===== src/rtl/i2c_target_if.sv =====
// i2c_target_if: generator-side I2C lines plus the target's parallel data/strobe signals
interface i2c_target_if #(
    parameter int ADDR_W = 7,
    parameter int DATA_W = 16
);
    logic SCL;
    logic SDA_OUT;
    logic SDA_OE;
    logic [ADDR_W-1:0] TGT_ADDR;
    logic [DATA_W-1:0] RD_DATA;
    logic SDA_IN;
    logic [DATA_W-1:0] WR_DATA;
    logic WR_STB;
    logic RD_STB;
    logic BUSY;
    modport master (
        output SCL, SDA_OUT, SDA_OE, TGT_ADDR, RD_DATA,
        input  SDA_IN, WR_DATA, WR_STB, RD_STB, BUSY
    );
    modport slave (
        input  SCL, SDA_OUT, SDA_OE, TGT_ADDR, RD_DATA,
        output SDA_IN, WR_DATA, WR_STB, RD_STB, BUSY
    );
endinterface


===== src/rtl/i2c_target.sv =====
// i2c_target: oversampled I2C target for 7-bit addressing and two-byte read/write transfers
module i2c_target #(
    parameter int ADDR_W = 7,
    parameter int DATA_W = 16
) (
    input logic CLK,
    input logic RESET,
    i2c_target_if.slave bus
);
    typedef enum logic [2:0] {IDLE, ADDR, ADDR_ACK, WR_BYTE, WR_ACK, RD_BYTE, MST_ACK, WAIT_STOP} state_t;
    state_t state, state_n;
    logic scl_q, sda_q, sda, scl_rise, scl_fall, start, stop;
    logic [3:0] cnt, cnt_n;
    logic idx, idx_n, rnw, rnw_n;
    logic [ADDR_W:0] rx, rx_n;
    logic [DATA_W-1:0] tx, tx_n, wr_data, wr_data_n;
    logic sda_in, sda_in_n, wr_stb, wr_stb_n, rd_stb, rd_stb_n, busy, busy_n;

    assign sda = bus.SDA_OE ? bus.SDA_OUT : 1'b1;
    assign scl_rise = ~scl_q & bus.SCL;
    assign scl_fall = scl_q & ~bus.SCL;
    assign start = scl_q & bus.SCL & sda_q & ~sda;
    assign stop = scl_q & bus.SCL & ~sda_q & sda;
    assign bus.SDA_IN = sda_in;
    assign bus.WR_DATA = wr_data;
    assign bus.WR_STB = wr_stb;
    assign bus.RD_STB = rd_stb;
    assign bus.BUSY = busy;

    always_ff @(posedge CLK) begin
        if (RESET) begin
            scl_q <= 1'b1;
            sda_q <= 1'b1;
            state <= IDLE;
            cnt <= '0;
            idx <= 1'b0;
            rnw <= 1'b0;
            rx <= '0;
            tx <= '0;
            sda_in <= 1'b1;
            wr_data <= '0;
            wr_stb <= 1'b0;
            rd_stb <= 1'b0;
            busy <= 1'b0;
        end else begin
            scl_q <= bus.SCL;
            sda_q <= sda;
            state <= state_n;
            cnt <= cnt_n;
            idx <= idx_n;
            rnw <= rnw_n;
            rx <= rx_n;
            tx <= tx_n;
            sda_in <= sda_in_n;
            wr_data <= wr_data_n;
            wr_stb <= wr_stb_n;
            rd_stb <= rd_stb_n;
            busy <= busy_n;
        end
    end

    // Receive states count SCL rises; read states count bits already driven onto SDA_IN.
    always_comb begin
        state_n = state;
        cnt_n = cnt;
        idx_n = idx;
        rnw_n = rnw;
        rx_n = rx;
        tx_n = tx;
        sda_in_n = sda_in;
        wr_data_n = wr_data;
        wr_stb_n = 1'b0;
        rd_stb_n = 1'b0;
        busy_n = busy;
        if (stop) begin
            state_n = IDLE;
            sda_in_n = 1'b1;
            busy_n = 1'b0;
        end else if (start) begin
            state_n = ADDR;
            cnt_n = '0;
            idx_n = 1'b0;
        end else begin
            case (state)
                ADDR, WR_BYTE: begin
                    if (scl_rise) begin
                        rx_n = {rx[ADDR_W-1:0], sda};
                        cnt_n = cnt + 4'd1;
                    end else if (scl_fall && cnt == 4'd8 && state == WR_BYTE) begin
                        sda_in_n = 1'b0;
                        state_n = WR_ACK;
                        wr_data_n = idx ? {wr_data[DATA_W-1:8], rx} : {rx, wr_data[7:0]};
                    end else if (scl_fall && cnt == 4'd8) begin
                        state_n = rx[ADDR_W:1] == bus.TGT_ADDR ? ADDR_ACK : WAIT_STOP;
                        if (rx[ADDR_W:1] == bus.TGT_ADDR) begin
                            sda_in_n = 1'b0;
                            busy_n = 1'b1;
                            rnw_n = rx[0];
                            rd_stb_n = rx[0];
                            tx_n = rx[0] ? bus.RD_DATA : tx;
                        end
                    end
                end
                ADDR_ACK: begin
                    if (scl_fall) begin
                        state_n = rnw ? RD_BYTE : WR_BYTE;
                        sda_in_n = rnw ? tx[DATA_W-1] : 1'b1;
                        tx_n = rnw ? {tx[DATA_W-2:0], 1'b0} : tx;
                        cnt_n = rnw ? 4'd1 : 4'd0;
                    end
                end
                WR_ACK: begin
                    if (scl_fall) begin
                        sda_in_n = 1'b1;
                        cnt_n = '0;
                        idx_n = 1'b1;
                        wr_stb_n = idx;
                        state_n = idx ? WAIT_STOP : WR_BYTE;
                    end
                end
                RD_BYTE: begin
                    if (scl_fall && cnt == 4'd8) begin
                        sda_in_n = 1'b1;
                        state_n = MST_ACK;
                    end else if (scl_fall) begin
                        sda_in_n = tx[DATA_W-1];
                        tx_n = {tx[DATA_W-2:0], 1'b0};
                        cnt_n = cnt + 4'd1;
                    end
                end
                MST_ACK: begin
                    if (scl_rise) begin
                        cnt_n = '0;
                        idx_n = 1'b1;
                        state_n = (sda || idx) ? WAIT_STOP : RD_BYTE;
                    end
                end
                WAIT_STOP: sda_in_n = 1'b1;
                default: ;
            endcase
        end
    end
endmodule

===== src/flat_wrapper.sv =====
// flat-port wrapper written by rule: the top's interface ports become plain ports
module i2c_target_flat 
#(
    parameter int ADDR_W = 7,
    parameter int DATA_W = 16
)
  (CLK, RESET, bus_SCL, bus_SDA_OUT, bus_SDA_OE, bus_TGT_ADDR, bus_RD_DATA, bus_SDA_IN, bus_WR_DATA, bus_WR_STB, bus_RD_STB, bus_BUSY);
  i2c_target_if #(.ADDR_W(ADDR_W), .DATA_W(DATA_W)) bus_i ();
  input logic CLK;
  input logic RESET;
  input wire logic [$bits(bus_i.SCL)-1:0] bus_SCL;
  input wire logic [$bits(bus_i.SDA_OUT)-1:0] bus_SDA_OUT;
  input wire logic [$bits(bus_i.SDA_OE)-1:0] bus_SDA_OE;
  input wire logic [$bits(bus_i.TGT_ADDR)-1:0] bus_TGT_ADDR;
  input wire logic [$bits(bus_i.RD_DATA)-1:0] bus_RD_DATA;
  output wire logic [$bits(bus_i.SDA_IN)-1:0] bus_SDA_IN;
  output wire logic [$bits(bus_i.WR_DATA)-1:0] bus_WR_DATA;
  output wire logic [$bits(bus_i.WR_STB)-1:0] bus_WR_STB;
  output wire logic [$bits(bus_i.RD_STB)-1:0] bus_RD_STB;
  output wire logic [$bits(bus_i.BUSY)-1:0] bus_BUSY;
  assign bus_i.SCL = bus_SCL;
  assign bus_i.SDA_OUT = bus_SDA_OUT;
  assign bus_i.SDA_OE = bus_SDA_OE;
  assign bus_i.TGT_ADDR = bus_TGT_ADDR;
  assign bus_i.RD_DATA = bus_RD_DATA;
  assign bus_SDA_IN = bus_i.SDA_IN;
  assign bus_WR_DATA = bus_i.WR_DATA;
  assign bus_WR_STB = bus_i.WR_STB;
  assign bus_RD_STB = bus_i.RD_STB;
  assign bus_BUSY = bus_i.BUSY;
  i2c_target #(.ADDR_W(ADDR_W), .DATA_W(DATA_W)) u_core (.CLK(CLK), .RESET(RESET), .bus(bus_i));
endmodule

===== config.mk =====
export PLATFORM = sky130hd
export DESIGN_NAME = i2c_target_flat
export DESIGN_NICKNAME = d
export VERILOG_FILES = /design/src/rtl/i2c_target_if.sv /design/src/rtl/i2c_target.sv /design/src/flat_wrapper.sv
export SDC_FILE = /design/constraint.sdc
export NUM_CORES = 1
export LEC_CHECK = 0
export CAP_MARGIN = 5
export CORE_MARGIN = 2
export CORE_UTILIZATION = 53
export CTS_CLUSTER_SIZE = 10
export DETAILED_ROUTE_END_ITERATION = 10
export HOLD_SLACK_MARGIN = 0.15
export PLACE_DENSITY_LB_ADDON = 0.1
export SYNTH_ARGS = -nofsm -noshare
export SYNTH_HDL_FRONTEND = slang
export SYNTH_SLANG_ARGS = --single-unit

===== constraint.sdc =====
create_clock -name CLK -period 2.4 [get_ports CLK]
set_clock_uncertainty 0.2 [all_clocks]
set_input_delay 0.36 -clock CLK [delete_from_list [all_inputs] [get_ports CLK]]
set_output_delay 0.36 -clock CLK [all_outputs]
set_load 0.005 [all_outputs]

# Word level (Yosys, flattened, before mapping)
# Index checks and enable logic that the tools add are counted.
# W data, S select, Z words.
[totals]
wordCells = 140
out_inout_bits = 20
reg_bits = 55
input_bits = 28
[classes]
mux = 46
add_sub_neg = 1
eq_ne = 33
bitwise = 21
n_reduce_logical = 24
[op_table]
columns = ["op", "count"]
rows = [
  ["$mux W16", 9],
  ["$pmux W16 S3", 1],
  ["$mux W3", 10],
  ["$mux W4", 7],
  ["$ne A3 B1 Y1 const B", 9],
  ["$reduce_and A7 Y1", 3],
  ["$pmux W4 S5", 1],
  ["$ne A2 B1 Y1 const B", 9],
  ["$reduce_and A6 Y1", 3],
  ["$reduce_and A8 Y1", 2],
  ["$pmux W3 S5", 1],
  ["$mux W1", 14],
  ["$not A1 Y1", 14],
  ["$eq A3 B3 Y1 const B", 4],
  ["$reduce_and A12 Y1", 1],
  ["$reduce_bool A5 Y1", 2],
  ["$reduce_and A4 Y1", 2],
  ["$reduce_or A8 Y1", 1],
  ["$and A1 B1 Y1", 7],
  ["$eq A7 B7 Y1", 1],
  ["$eq A3 B2 Y1 const B", 2],
  ["$ne A2 B2 Y1 const B", 3],
  ["$reduce_bool A3 Y1", 2],
  ["$reduce_bool A6 Y1", 1],
  ["other kinds (14)", 16],
]

# Depth between registers and ports, before layout
[logic_depth]
depth_word = 8
ltp_mapped = 8
depth_no_buf = 7

# Worst setup path after synthesis
# Ideal clock, no wire load.
[synth_path]
kind = "reg-to-reg"
startpoint = "reg u_core.cnt[0]"
endpoint = "reg u_core.tx[10]"
required_time_ns = 2.083
arrival_ns = 1.727
n_path_buf = 1
path_stages_with_launch = 9
synth_period_minus_slack_ns = 2.044
path_slack_ns = 0.356
cell_sequence = "dfxtp_1 > inv_1 > ha_1 > nand3b_4 > a21boi_4 > a211oi_4 > a41oi_4 > buf_6 > o2bb2ai_1"
[synth_via]
elab_chain_cells = 5
word_cells_on_any_way = 7
classes_between = "eq/ne: 4; reduce/logical: 3"
[synth_rtl]
columns = ["item", "line", "text"]
rows = [
  ["start, declared", "i2c_target.sv:13", "logic [3:0] cnt, cnt_n;"],
  ["start signal, assigned", "i2c_target.sv:49", "cnt <= cnt_n;"],
  ["$eq A4 B4 Y1 *", "i2c_target.sv:89, i2c_target.sv:93, i2c_target.sv:122", ""],
  ["$logic_and A1 B1 Y1 *", "i2c_target.sv:89, i2c_target.sv:93, i2c_target.sv:122", ""],
  ["$logic_and A1 B1 Y1", "i2c_target.sv:89", "end else if (scl_fall && cnt == 4'd8 && state == WR_BYTE) begin"],
  ["$ne A2 B2 Y1 (no source line)", "--", ""],
  ["$reduce_and A12 Y1 (no source line) *", "--", ""],
  ["end signal, assigned", "i2c_target.sv:53", "tx <= tx_n;"],
  ["end, declared", "i2c_target.sv:16", "logic [DATA_W-1:0] tx, tx_n, wr_data, wr_data_n;"],
]
# Mark *: on every way between the ends. The rest lies on a longest branch, timed or not.
# A chain may end at the register's enable or synchronous reset.

# Worst setup path in the final report
[layout_path]
startpoint = "reg u_core.cnt[0]"
endpoint = "reg u_core.tx[14]"
# The elaborated chain is that of the path after synthesis.

==> impl_metrics.csv <==
group,metric,value,unit
synthesis,ys_ff_latch,55,
die,die_w,76.9,um
synthesis,synth-seq-area-share,39.1,%
global_routing,overflow,0,
synthesis,synthesis.area,0.00282,mm2
die,initial_core_util,55.2,%
die,die-height,76.9,um
final_layout,nFillCells,422,
drt,wire_per_inst,15.7,um
drt,ant_nets,0,
die,core,0.00511,mm2
timing,clock.fmax,0.450,GHz
critical_path,startpoint_type,"flop",
global_routing,grt_max_degree,24,
critical_path,crit_path_max_fanout,15,
cts,cts_setup_buffers,0,
cts,cts.reportedPaths.clkPinSlew,0.10,ns
cts,hold_buffers,0,
timing,rsz0062_at_grt,"false",
placement,post-place-ws,-0.0961,ns
placement,post-place-cells,439,
timing,tightest_slew,0.452,ns
cts,ctsResizeCount,0,
synthesis,synth.distinct_cells,57,
cts,cts_tree,"done",
die,die-area,0.00592,mm2
min_path,hold_class,"reg2reg",
power_and_ir_drop,p_leak,1.34,nW
timing,hold_violations,0,
timing,slew_violations,0,
drt,drt_iter0_markers,212,
synthesis,avgSynthCellArea,9.15,um2
timing,slew_headroom,69.8,%
critical_path,path_class,"reg2reg",
drt,drcViolationCount,0,
cts,clk_path_buf_depth,2,
run_status,status,"complete, no violations",
cts,numCtsBuffers,5,
placement,placed_area,0.00353,mm2
power_and_ir_drop,power,0.00178,W
synthesis,synthArstFlopShare,0,%
final_layout,syn2layout_area_growth,28.6,%
cts,cts_sinks,55,
power_and_ir_drop,p_per_area,492,mW/mm2
final_layout,nNetsFinal,406,
timing,timing.hold.ws,0.282,ns
job,cap_violations,0,
synthesis,synth_area_leader_cell,"dfxtp_1",
cts,cts-root-buf,"clkbuf_8",
placement,portBuffers,47,
timing,timing.final.crit_share,92.7,%
global_routing,antenna_found_initial,0,
power_and_ir_drop,vdd_drop_max,0.000323,V
cts,clk_latency,0.31,ns
timing,fin_crit,2.22,ns
drt,drtPass1Iterations,5,
synthesis,synth_ff_type,"dfxtp_1",
drt,viasPerCell,5.93,
critical_path,crit_arrival,2.26,ns
final_layout,antenna_cells,0,
synthesis,synthCells,308,
synthesis,yosysWarnings,0,
die,rows,26,
global_routing,grt_use_total,24.4,%
placement,hpwlAfterDp,5350,um
drt,via_count,2649,
synthesis,synth_fp_nets,338,
drt,finalWirelength,7040,um
die,pin_count,48,
final_layout,seqCellArea,0.00110,mm2
cts,htreeDepth,2,
final_layout,final_common_cell,"dfxtp_1",
synthesis,synth_area_leaders,"dfxtp_1 39%, mux2i_1 6.4%, o2bb2ai_1 4.7%",
timing,finalWorstSetupSlack,0.176,ns
critical_path,endpoint_kind,"flop",
final_layout,final_cell_mix,"55 x dfxtp_1, 47 x clkdlybuf4s50_1, 30 x nor2_1, 30 x buf_4, 23 x nand2_1",
global_routing,grt_pass1_wl,11800,um
synthesis,yosysTopAreaCellShare,39.1,%
synthesis,synth_edf_count,0,
final_layout,multi_input_area,0.00160,mm2
final_layout,fin_area,0.00362,mm2
global_routing,grt_pass1_vias,2466,
final_layout,drive_gt1_share,15.9,%
final_layout,final_cells,447,
critical_path,required,2.43,ns
timing,report.final.setup_viol,0,
placement,gp_congestion,0.919,
worst paths after layout:
| kind | cells after the start | endpoint | startpoint | slack [ns] |
|---|---|---|---|---|
| setup reg to reg | 8 | u_core.tx[14]$_SDFFE_PP0P_ | u_core.cnt[0]$_SDFFE_PP0P_ | 0.18 |
| hold reg to reg | 1 | u_core.bus.BUSY$_SDFFE_PP0P_ | u_core.bus.BUSY$_SDFFE_PP0P_ | 0.28 |
| hold / removal | 1 | u_core.bus.BUSY$_SDFFE_PP0P_ | u_core.bus.BUSY$_SDFFE_PP0P_ | 0.28 |
| setup / recovery | 8 | u_core.tx[14]$_SDFFE_PP0P_ | u_core.cnt[0]$_SDFFE_PP0P_ | 0.18 |
metal layers:
metal | wire length, um | global-route usage (%) | up-vias
met2 | 3500 | 41.5 | 97
met3 | 434 | 5.06 | 13
met1 | 2980 | 31.0 | 1256
met5 | 0 | 0 | -
met4 | 125 | 7.45 | 0
li1 | - | - | 1283
report_power, final:
part | switching, W | internal [W]
logic | 0.000170 | 0.000148
clock network | 0.000312 | 0.000212
registers | 0.0000191 | 0.000923
total | 0.000501 | 0.00128
layout make-up:
type / count / area share, %
timing repair buffer: 78 / 19.8
clock buffer: 5 / 1.90
sequential: 55 / 30.4
tap: 70 / 2.42
multi-input combinational: 230 / 44.3
clock inverter: 3 / 0.622
inverter: 6 / 0.622
cells by family after synthesis:
group,Yosys count,share of synthesized area [%]
XOR/XNOR,7,2.18
AO/OA/AOI/OAI,93,25.6
AND/OR/NAND/NOR,110,21.8
adder cells (fa/ha/maj),2,0.888
flip-flops,55,39.1
buffers and inverters,23,4.00
multiplexers,18,6.39
metrics by stage:
stage	setup TNS [ns]	util (%)
final	0	70.9
after global routing	0	70.9
after CTS	0	70.9
after detailed placement	-2.07	69.1
after global placement	-0.587	69.1
after floorplan	0	-
cells in the mapped netlist (all sizes together) (4+ instances only):
library cell / n
nand2b: 5
o2bb2ai: 15
nand2: 23
and3: 6
xnor2: 7
nand3: 7
o22ai: 5
clkbuf: 8
nor3: 11
nand4: 4
a22oi: 11
a22o: 4
mux2i: 18
inv: 6
a21oi: 18
o21ai: 8
nor2: 31
a2bb2oi: 4
dfxtp: 55
nor2b: 5
buf: 9
a31oi: 6
critical path, cell delays in order (launching register included):
cell,delay [ns]
dfxtp_1,0.45
inv_1,0.08
ha_1,0.25
nand3b_4,0.15
a21boi_4,0.08
a211oi_4,0.29
buf_4,0.18
nand4b_4,0.23
o2bb2ai_1,0.22
flip-flops by register name, indices dropped and copies added (netlist names):
signal and cells:
u_core.idx 1, u_core.cnt 4, u_core.bus.BUSY 1, u_core.scl_q 1
u_core.bus.WR_DATA 16, u_core.bus.WR_STB 1, u_core.bus.RD_STB 1, u_core.bus.SDA_IN 1
u_core.rx 8, u_core.sda_q 1, u_core.tx 16, u_core.state 3
u_core.rnw 1
(Power assumes the default switching activity.)
